==> config.mk <==
export PLATFORM = sky130hd
export DESIGN_NAME = dmem_arbiter_flat
export DESIGN_NICKNAME = d
export VERILOG_FILES = /design/src/rtl/dmem_arbiter_pkg.sv /design/src/rtl/dmem_arbiter_if.sv /design/src/rtl/dmem_addr_decode.sv /design/src/rtl/dmem_arbiter.sv /design/src/flat_wrapper.sv
export SDC_FILE = /design/constraint.sdc
export NUM_CORES = 1
export LEC_CHECK = 0
export CORE_AREA = 2 2 106 108
export CTS_CLUSTER_SIZE = 28
export DETAILED_ROUTE_END_ITERATION = 16
export DIE_AREA = 0 0 108 110
export DONT_BUFFER_PORTS = 1
export GPL_TIMING_DRIVEN = 0
export PLACE_DENSITY_LB_ADDON = 0.1
export REMOVE_ABC_BUFFERS = 1
export SETUP_SLACK_MARGIN = 0.15
export SYNTH_ARGS = -nofsm -noshare
export SYNTH_HDL_FRONTEND = slang
export SYNTH_SLANG_ARGS = --single-unit
==> constraint.sdc <==
create_clock -name clk -period 6.15 [get_ports clk]
set_clock_uncertainty 0.15 [all_clocks]
set_input_delay 0.9225 -clock clk [delete_from_list [all_inputs] [get_ports clk]]
set_output_delay 0.9225 -clock clk [all_outputs]
set_load 0.005 [all_outputs]
==> src/rtl/dmem_arbiter_pkg.sv <==
// Shared types and constants for the two-master data-memory arbiter.
// The state encoding is fixed because debug tooling reads it.
package dmem_arbiter_pkg;

  typedef enum logic [1:0] {
    ST_IDLE = 2'd0,
    ST_OWN0 = 2'd1,
    ST_OWN1 = 2'd2
  } state_t;

  localparam logic [31:0] PERIPH_BASE_DEF = 32'h4000_0000;
  localparam logic [7:0]  LED_OFF         = 8'h0C;
  localparam logic [7:0]  DIGI_OFF        = 8'h10;

  typedef struct packed {
    logic        we;
    logic        byte_rd;
    logic [31:0] addr;
    logic [31:0] wdata;
  } dmem_req_t;

endpackage

==> src/rtl/dmem_arbiter_if.sv <==
// Bus bundle between the two requesters, the arbiter and the data memory.
// The master modport is the requester/memory side, the slave modport is the arbiter.
interface dmem_arbiter_if;
  logic        m0_req, m0_we, m0_byte;
  logic [31:0] m0_addr, m0_wdata;
  logic        m1_req, m1_we, m1_byte;
  logic [31:0] m1_addr, m1_wdata;
  logic        m0_gnt, m1_gnt;
  logic        m0_rvalid, m1_rvalid;
  logic [31:0] rdata;
  logic [31:0] mem_addr, mem_wdata;
  logic        mem_read, mem_byteread, mem_write, mem_exwr;
  logic [31:0] mem_rdata;
  logic        bus_err;

  modport slave (
    input  m0_req, m0_we, m0_byte, m0_addr, m0_wdata,
    input  m1_req, m1_we, m1_byte, m1_addr, m1_wdata,
    input  mem_rdata,
    output m0_gnt, m1_gnt, m0_rvalid, m1_rvalid, rdata,
    output mem_addr, mem_wdata, mem_read, mem_byteread, mem_write, mem_exwr,
    output bus_err
  );

  modport master (
    output m0_req, m0_we, m0_byte, m0_addr, m0_wdata,
    output m1_req, m1_we, m1_byte, m1_addr, m1_wdata,
    output mem_rdata,
    input  m0_gnt, m1_gnt, m0_rvalid, m1_rvalid, rdata,
    input  mem_addr, mem_wdata, mem_read, mem_byteread, mem_write, mem_exwr,
    input  bus_err
  );
endinterface

==> src/rtl/dmem_addr_decode.sv <==
// Peripheral window decode: a 256-byte window at PERIPH_BASE, in which only the
// LED and DIGI offsets accept writes.
module dmem_addr_decode
  import dmem_arbiter_pkg::*;
#(
  parameter logic [31:0] PERIPH_BASE = PERIPH_BASE_DEF
) (
  input  logic [31:0] i_addr,
  output logic        o_in_win,
  output logic        o_is_ex
);
  assign o_in_win = (i_addr[31:8] == PERIPH_BASE[31:8]);
  assign o_is_ex  = o_in_win && ((i_addr[7:0] == LED_OFF) || (i_addr[7:0] == DIGI_OFF));
endmodule

==> src/rtl/dmem_arbiter.sv <==
// Two-master data-memory arbiter with bounded hold fairness, peripheral window
// routing and a registered shared read-data path.
module dmem_arbiter
  import dmem_arbiter_pkg::*;
#(
  parameter int unsigned HOLD_MAX    = 4,
  parameter logic [31:0] PERIPH_BASE = PERIPH_BASE_DEF
) (
  input  logic           clk,
  input  logic           reset,
  dmem_arbiter_if.slave  bus
);
  localparam int unsigned CW = (HOLD_MAX < 1) ? 1 : $clog2(HOLD_MAX + 1);

  state_t        r_state;
  logic [CW-1:0] r_hold_cnt;
  logic [31:0]   r_rdata;
  logic          r_rvalid0, r_rvalid1, r_bus_err;

  logic          w_gnt0, w_gnt1, w_any, w_hold_exp;
  logic          w_other_req, w_same_owner;
  logic          w_in_win, w_is_ex, w_bad;
  dmem_req_t     w_m0, w_m1, w_sel;

  assign w_m0 = '{we: bus.m0_we, byte_rd: bus.m0_byte, addr: bus.m0_addr, wdata: bus.m0_wdata};
  assign w_m1 = '{we: bus.m1_we, byte_rd: bus.m1_byte, addr: bus.m1_addr, wdata: bus.m1_wdata};

  assign w_hold_exp = (r_hold_cnt >= CW'(HOLD_MAX));

  // Grants are gated by reset so no access leaks out while the block is held.
  always_comb begin
    w_gnt0 = 1'b0;
    w_gnt1 = 1'b0;
    if (!reset) begin
      if (bus.m0_req && bus.m1_req) begin
        unique case (r_state)
          ST_OWN0: if (w_hold_exp) w_gnt1 = 1'b1; else w_gnt0 = 1'b1;
          ST_OWN1: if (w_hold_exp) w_gnt0 = 1'b1; else w_gnt1 = 1'b1;
          default: w_gnt0 = 1'b1;
        endcase
      end else begin
        w_gnt0 = bus.m0_req;
        w_gnt1 = bus.m1_req;
      end
    end
  end

  assign w_any        = w_gnt0 | w_gnt1;
  assign w_sel        = w_gnt1 ? w_m1 : w_m0;
  assign w_other_req  = w_gnt0 ? bus.m1_req : bus.m0_req;
  assign w_same_owner = (w_gnt0 && (r_state == ST_OWN0)) || (w_gnt1 && (r_state == ST_OWN1));

  dmem_addr_decode #(.PERIPH_BASE(PERIPH_BASE)) u_dec (
    .i_addr   (w_sel.addr),
    .o_in_win (w_in_win),
    .o_is_ex  (w_is_ex)
  );

  // Any window access except a write to LED/DIGI is an error, reads included.
  assign w_bad = w_any && w_in_win && !(w_sel.we && w_is_ex);

  assign bus.m0_gnt       = w_gnt0;
  assign bus.m1_gnt       = w_gnt1;
  assign bus.mem_addr     = w_sel.addr;
  assign bus.mem_wdata    = w_sel.wdata;
  assign bus.mem_write    = w_any &  w_sel.we & ~w_in_win;
  assign bus.mem_exwr     = w_any &  w_sel.we &  w_is_ex;
  assign bus.mem_read     = w_any & ~w_sel.we & ~w_in_win & ~w_sel.byte_rd;
  assign bus.mem_byteread = w_any & ~w_sel.we & ~w_in_win &  w_sel.byte_rd;
  assign bus.m0_rvalid    = r_rvalid0;
  assign bus.m1_rvalid    = r_rvalid1;
  assign bus.rdata        = r_rdata;
  assign bus.bus_err      = r_bus_err;

  // hold_cnt counts contended grants in the current run, including the grant
  // that started it, so each master gets exactly HOLD_MAX grants per turn.
  always_ff @(posedge clk or posedge reset) begin
    if (reset) begin
      r_state    <= ST_IDLE;
      r_hold_cnt <= '0;
      r_rdata    <= '0;
      r_rvalid0  <= 1'b0;
      r_rvalid1  <= 1'b0;
      r_bus_err  <= 1'b0;
    end else begin
      r_rvalid0 <= w_gnt0 & ~w_sel.we;
      r_rvalid1 <= w_gnt1 & ~w_sel.we;
      if (w_any && !w_sel.we)
        r_rdata <= w_in_win ? '0 : bus.mem_rdata;
      if (w_bad)
        r_bus_err <= 1'b1;
      if (!w_any) begin
        r_state    <= ST_IDLE;
        r_hold_cnt <= '0;
      end else begin
        r_state <= w_gnt1 ? ST_OWN1 : ST_OWN0;
        if (!w_other_req)
          r_hold_cnt <= '0;
        else if (w_same_owner)
          r_hold_cnt <= r_hold_cnt + 1'b1;
        else
          r_hold_cnt <= CW'(1);
      end
    end
  end
endmodule

==> src/flat_wrapper.sv <==
// flat-port wrapper written by rule: the top's interface ports become plain ports
module dmem_arbiter_flat import dmem_arbiter_pkg::*;
#(
  parameter int unsigned HOLD_MAX    = 4,
  parameter logic [31:0] PERIPH_BASE = PERIPH_BASE_DEF
)
  (clk, reset, bus_m0_req, bus_m0_we, bus_m0_byte, bus_m0_addr, bus_m0_wdata, bus_m1_req, bus_m1_we, bus_m1_byte, bus_m1_addr, bus_m1_wdata, bus_mem_rdata, bus_m0_gnt, bus_m1_gnt, bus_m0_rvalid, bus_m1_rvalid, bus_rdata, bus_mem_addr, bus_mem_wdata, bus_mem_read, bus_mem_byteread, bus_mem_write, bus_mem_exwr, bus_bus_err);
  dmem_arbiter_if bus_i ();
  input  logic clk;
  input  logic reset;
  input wire logic [$bits(bus_i.m0_req)-1:0] bus_m0_req;
  input wire logic [$bits(bus_i.m0_we)-1:0] bus_m0_we;
  input wire logic [$bits(bus_i.m0_byte)-1:0] bus_m0_byte;
  input wire logic [$bits(bus_i.m0_addr)-1:0] bus_m0_addr;
  input wire logic [$bits(bus_i.m0_wdata)-1:0] bus_m0_wdata;
  input wire logic [$bits(bus_i.m1_req)-1:0] bus_m1_req;
  input wire logic [$bits(bus_i.m1_we)-1:0] bus_m1_we;
  input wire logic [$bits(bus_i.m1_byte)-1:0] bus_m1_byte;
  input wire logic [$bits(bus_i.m1_addr)-1:0] bus_m1_addr;
  input wire logic [$bits(bus_i.m1_wdata)-1:0] bus_m1_wdata;
  input wire logic [$bits(bus_i.mem_rdata)-1:0] bus_mem_rdata;
  output wire logic [$bits(bus_i.m0_gnt)-1:0] bus_m0_gnt;
  output wire logic [$bits(bus_i.m1_gnt)-1:0] bus_m1_gnt;
  output wire logic [$bits(bus_i.m0_rvalid)-1:0] bus_m0_rvalid;
  output wire logic [$bits(bus_i.m1_rvalid)-1:0] bus_m1_rvalid;
  output wire logic [$bits(bus_i.rdata)-1:0] bus_rdata;
  output wire logic [$bits(bus_i.mem_addr)-1:0] bus_mem_addr;
  output wire logic [$bits(bus_i.mem_wdata)-1:0] bus_mem_wdata;
  output wire logic [$bits(bus_i.mem_read)-1:0] bus_mem_read;
  output wire logic [$bits(bus_i.mem_byteread)-1:0] bus_mem_byteread;
  output wire logic [$bits(bus_i.mem_write)-1:0] bus_mem_write;
  output wire logic [$bits(bus_i.mem_exwr)-1:0] bus_mem_exwr;
  output wire logic [$bits(bus_i.bus_err)-1:0] bus_bus_err;
  assign bus_i.m0_req = bus_m0_req;
  assign bus_i.m0_we = bus_m0_we;
  assign bus_i.m0_byte = bus_m0_byte;
  assign bus_i.m0_addr = bus_m0_addr;
  assign bus_i.m0_wdata = bus_m0_wdata;
  assign bus_i.m1_req = bus_m1_req;
  assign bus_i.m1_we = bus_m1_we;
  assign bus_i.m1_byte = bus_m1_byte;
  assign bus_i.m1_addr = bus_m1_addr;
  assign bus_i.m1_wdata = bus_m1_wdata;
  assign bus_i.mem_rdata = bus_mem_rdata;
  assign bus_m0_gnt = bus_i.m0_gnt;
  assign bus_m1_gnt = bus_i.m1_gnt;
  assign bus_m0_rvalid = bus_i.m0_rvalid;
  assign bus_m1_rvalid = bus_i.m1_rvalid;
  assign bus_rdata = bus_i.rdata;
  assign bus_mem_addr = bus_i.mem_addr;
  assign bus_mem_wdata = bus_i.mem_wdata;
  assign bus_mem_read = bus_i.mem_read;
  assign bus_mem_byteread = bus_i.mem_byteread;
  assign bus_mem_write = bus_i.mem_write;
  assign bus_mem_exwr = bus_i.mem_exwr;
  assign bus_bus_err = bus_i.bus_err;
  dmem_arbiter #(.HOLD_MAX(HOLD_MAX), .PERIPH_BASE(PERIPH_BASE)) u_core (.clk(clk), .reset(reset), .bus(bus_i));
endmodule
Word level (Yosys, flattened, before mapping)
Index checks and enable logic that the tools add are counted.

Flip-flop bits (word level): 40. Latch bits: 0. Memory bits (writable): 0. ROM bits: 0. Memories kept: 0.

Add/subtract/negate cells: 1. $mul: 0. Div/mod/pow operators: 0. Magnitude comparators: 1. Eq/ne operators: 5. Shift operators: 0. Muxes and demuxes: 16. Bitwise gates (word level): 13. Reductions and logical operators: 12.

Operator list (number): two-way mux 66 bit (1); two-way mux 32 bit (1); == test 24 x 23 -> 1 bit (second input constant) (1); AND 1 bit (9); two-way mux 3 bit (3); == test 8 x 4 -> 1 bit (second input constant) (1); == test 8 x 5 -> 1 bit (second input constant) (1); logical AND 1 bit (8); two-way mux 1 bit (7); two-way mux 2 bit (2); one-hot mux 1 bit (2 select lines) (2); adder 3 x 1 -> 3 bit (second input constant) (1); greater-or-equal comparator 3 bit (second input constant) (1); inverter 1 bit (3); == test 2 x 1 -> 1 bit (second input constant) (1); == test 2 bit (second input constant) (1); logical NOT 1 bit (2); logical OR 1 bit (2); bitwise OR 1 bit (1).

Depth between registers and ports, before layout
Depth in word-level cells: 12. Mapped depth: 8. Gate-level depth less buffers: 8.

By module
Synthesis repeated with hierarchy kept, for this count alone.

Cell total of the unflattened synthesis: 237. Area, all modules: 2790.2 um2.

Modules (own cells, without submodules): dmem_arbiter (instances 1, cells each 221, area an instance 2675.1 um2); dmem_addr_decode (instances 1, cells each 16, area an instance 115.1 um2).

Least setup slack after synthesis
No wires, ideal clock.

Kind: input-to-output. Start: in bus_m0_req. End: out bus_mem_addr[0]. Arrival time: 2008 ps. Data required time: 5077 ps. Setup slack: 3069 ps. Cell stages on the path: 5. Buffers on the path: 2. Cells stage by stage: inv_1 -> o21ai_4 -> buf_2 -> buf_4 -> mux2_2.

Cells in the longest elaborated chain, start to end: 4.

Ends and longest elaborated chain: start: declaration (line flat_wrapper.sv:11) `input wire logic [$bits(bus_i.m0_req)-1:0] bus_m0_req;`; logical AND 1 bit (line dmem_arbiter.sv:35) `if (bus.m0_req && bus.m1_req) begin`; two-way mux 1 bit (line dmem_arbiter.sv:35); two-way mux 1 bit (line dmem_arbiter.sv:34) `if (!reset) begin`; two-way mux 66 bit (line dmem_arbiter.sv:49) `assign w_sel = w_gnt1 ? w_m1 : w_m0;`; end: declaration (line flat_wrapper.sv:27) `output wire logic [$bits(bus_i.mem_addr)-1:0] bus_mem_addr;`.

No other way between the ends.

Worst setup path after layout
Start: reg u_core.r_state[0]. End: out bus_mem_exwr.

Cells in the longest elaborated chain, start to end: 9.

Ends and longest elaborated chain: start: declaration (line dmem_arbiter.sv:15) `state_t r_state;`; start signal: assignment (line dmem_arbiter.sv:96) `r_state <= w_gnt1 ? ST_OWN1 : ST_OWN0;`; == test 2 bit / == test 2 x 1 -> 1 bit (equally long branches) (line dmem_arbiter.sv:36) `unique case (r_state)`; one-hot mux 1 bit (2 select lines) * (line dmem_arbiter.sv:36); two-way mux 1 bit * (line dmem_arbiter.sv:35); two-way mux 1 bit * (line dmem_arbiter.sv:34); net bus_m1_gnt (line flat_wrapper.sv:23) `output wire logic [$bits(bus_i.m1_gnt)-1:0] bus_m1_gnt;`; two-way mux 66 bit (line dmem_arbiter.sv:49); == test 8 x 4 -> 1 bit / == test 8 x 5 -> 1 bit (equally long branches) (line dmem_addr_decode.sv:13) `assign o_is_ex = o_in_win && ((i_addr[7:0] == LED_OFF) || (i_addr[7:0] == DIGI_OFF));`; logical OR 1 bit (line dmem_addr_decode.sv:13); logical AND 1 bit (line dmem_addr_decode.sv:13); AND 1 bit * (line dmem_arbiter.sv:67) `assign bus.mem_exwr = w_any & w_sel.we & w_is_ex;`; end: declaration (line flat_wrapper.sv:32) `output wire logic [$bits(bus_i.mem_exwr)-1:0] bus_mem_exwr;`.

The timed path passes the listed nets; every way through them passes the cells marked *.

==> metrics.md <==
| Metric | Value |
|---|---|
| Avg Cell Area, Syn | 10.6 µm² |
| Final setup violation count | 0 |
| Crit path largest cell delay | 0.45 ns |
| Crit path cell chain | inv_1, ha_1, mux2_4, o21ai_4, buf_16, inv_2, a211oi_1, a41oi_1, nor2b_1 |
| Worst-path clk slew | 0.08 ns |
| Hold Buf Count CTS | 0 |
| CTS tree | yes |
| Crit-path leading delay family | compound AO/OA/AOI/OAI gates |
| Cell internal pwr | 0.000482 W |
| Post-synth top area share | 35.7% |
| Final #Nets | 432 |
| Dpl hpwl | 9410 µm |
| Core Region | 10700 µm² |
| Die width | 108 µm |
| Crit Path Category | reg -> out |
| Vias in the first global route | 2266 |
| Clock latency on the worst-skew pair | 0.29 ns |
| Relative max-transition margin | 47.9% |
| VDD IR max | 0.101 mV |
| Mapped Area | 2810 µm² |
| Switching share of power | 30.8% |
| Area leader, netlist | dfrtp_1 |
| CP Capture Type | primary output |
| CP max stage cell | o21ai_4 |
| Initial core utilization | 26.2% |
| Tmin final | 3.96 ns |
| Max cap viols | 0 |
| Total CTS buffers | 5 |
| Unrepaired setup endpoints after global routing | no |
| Rows | 38 |
| Fillers | 1143 |
| Fraction of layout cells with a size suffix above 1 | 33.0% |
| H-tree depth | 2 |
| Global-route wire length before repair | 15400 µm |
| Worst Path Buf+Inv | 3 |
| Net Switching | 0.000215 W |
| Post-CTS Setup Bufs | 0 |
| Setup TNS Final | 0 ns |
| Distinct cell type count after synthesis | 36 |
| Hold WC Path Type | in -> async |
| Type of origin of the critical path | flip-flop |
| Post_cts resized | 0 |
| Largest net degree at the start of global routing | 35 |
| Drt first pass iters | 4 |
| IO Pins | 273 |
| Root Driver | clkbuf_8 |
| Comb pwr share | 23.0% |
| Post-DR wirelength/cell | 28.0 µm |
| ANT cells | 0 |
| Register area share after synthesis | 35.7% |
| Seq pwr share | 50.4% |
| Die height | 110 µm |
| Final Hold Viols | 0 |
| Max Root-Sink Buffers | 2 |
| Vias | 2245 |
| Full die area | 11900 µm² |
| Final GP Congestion | 1.01 |
| Final-report max-slew violation count | 0 |
| Clk pwr share | 26.6% |
| Syn. warnings | 0 |
| Status | finished clean |
| Place WS | 2.39 ns |
| Drt drc | 0 |
| Pwr dens | 227 nW/µm² |
| Worst EP required | 5.08 ns |
| Commonest non-fill, non-tap cell in the layout | mux2_2 |
| Worst Path Max Fanout | 25 |
| Fmax | 0.252 GHz |
| GRT Total Usage | 18.1% |
| CP arrival | 2.89 ns |
| Vias per inst | 5.60 |
| Leakage Power | 1.16 nW |
| PnR worst setup slack | 2.19 ns |
| Leading cell types in the layout, fill and taps excluded | mux2_2, nand2_1, dfrtp_1 |
| Port buffer count | 0 |
| Initial antenna violation count | 0 |
| DR iter-0 viols | 197 |
| GRT overflow | 0 |
| Final wirelength | 11200 µm |
| Area delta synth->final | 9.37% |
| #FFs+latches synth | 40 |
| Worst Tran Pin Value | 0.780 ns |
| CTS Sinks | 40 |
| Fin crit share | 64.4% |
| Synthesized instance count | 265 |
| Largest cells by area after synthesis | dfrtp_1, mux2_2, o2bb2ai_1, nand2_1, nor4_1 |
| Final ANT Viol Nets | 0 |
-- registers in the layout (all words and copies together) (netlist names) --
signal and flops:
u_core.bus.m0_rvalid 1, u_core.bus.rdata 32, u_core.bus.bus_err 1, u_core.r_hold_cnt 3, u_core.bus.m1_rvalid 1, u_core.r_state 2
-- synth_stat cells, drive strengths merged --
library cell	number
o21a	1
nand3b	3
mux2	66
nor4	11
a22o	2
buf	16
nand2b	1
o22ai	2
and2	2
o2bb2ai	33
a21o	1
ha	4
inv	9
or3	2
a221oi	1
a211oi	2
nor3b	1
nand2	41
a21oi	3
o21ai	5
nor2b	2
a311oi	1
mux2i	1
dfrtp	40
a41oi	1
nor4b	3
nand4	2
nor2	9
-- power groups by stage --
stage	clock, W	sequential (W)	combinational [W]
floorplan	0	0.000344	0.000118
global placement	0	0.000359	0.000153
detailed placement	0	0.000357	0.000162
CTS	0.000194	0.000352	0.000163
global route	0.000205	0.000358	0.000175
finish	0.000185	0.000351	0.000160
-- through the flow --
stage | cells | area [µm²] | power, W | utilization (%) | hold slack (ns)
2_1_floorplan | 249 | 2700 | 0.000462 | - | 0.301
5_1_grt | 401 | 3070 | 0.000738 | 28.7 | 0.374
4_1_cts | 401 | 3070 | 0.000709 | 28.7 | 0.364
3_5_place_dp | 393 | 2970 | 0.000519 | 27.8 | 0.347
3_3_place_gp | 389 | 2870 | 0.000512 | 26.8 | 0.348
6_report | 401 | 3070 | 0.000696 | 28.7 | 0.356
-- routing by layer --
| metal | GRT usage [%] | vias up | part of all wire [%] |
|---|---|---|---|
| met5 | 0 | - | 0 |
| met4 | 3.30 | 0 | 0.91 |
| met3 | 8.41 | 6 | 14 |
| met2 | 28.1 | 163 | 44 |
| met1 | 23.4 | 1098 | 41 |
| li1 | - | 978 | - |
-- layout make-up --
class / instances / area (µm²) / area share [%]
Clock buffer: 7 / 86.3 / 2.81
Sequential cell: 40 / 1000 / 32.6
Inverter: 9 / 33.8 / 1.10
Clock inverter: 1 / 7.51 / 0.245
Tap cell: 140 / 175 / 5.71
Multi-Input combinational cell: 200 / 1670 / 54.4
Timing Repair Buffer: 4 / 95.1 / 3.10
-- cells by family after synthesis --
family / Yosys count / share of synthesized area (%)
AND/OR/NAND/NOR: 77 / 13.2
buffers and inverters: 25 / 5.08
AO/OA/AOI/OAI: 52 / 17.3
multiplexers: 67 / 27.0
flip-flops: 40 / 35.7
adder cells (fa/ha/maj): 4 / 1.78
-- path summary, 6_finish.rpt --
kind,cells past startpoint,slack [ns],startpoint,to
max,9,2.19,u_core.r_state[0]$_DFF_PP0_,bus_mem_exwr
min,1,0.36,reset,u_core.r_hold_cnt[2]$_DFF_PP0_
max reg2reg,7,3.34,u_core.r_state[0]$_DFF_PP0_,u_core.bus.rdata[2]$_DFFE_PP0P_
min reg2reg,1,0.36,u_core.r_hold_cnt[0]$_DFF_PP0_,u_core.r_hold_cnt[0]$_DFF_PP0_
max in group asynchronous,2,5.02,reset,u_core.bus.rdata[6]$_DFFE_PP0P_
min in group clk,1,0.36,u_core.r_hold_cnt[0]$_DFF_PP0_,u_core.r_hold_cnt[0]$_DFF_PP0_
No activity file was read; power rests on OpenSTA's default activity.
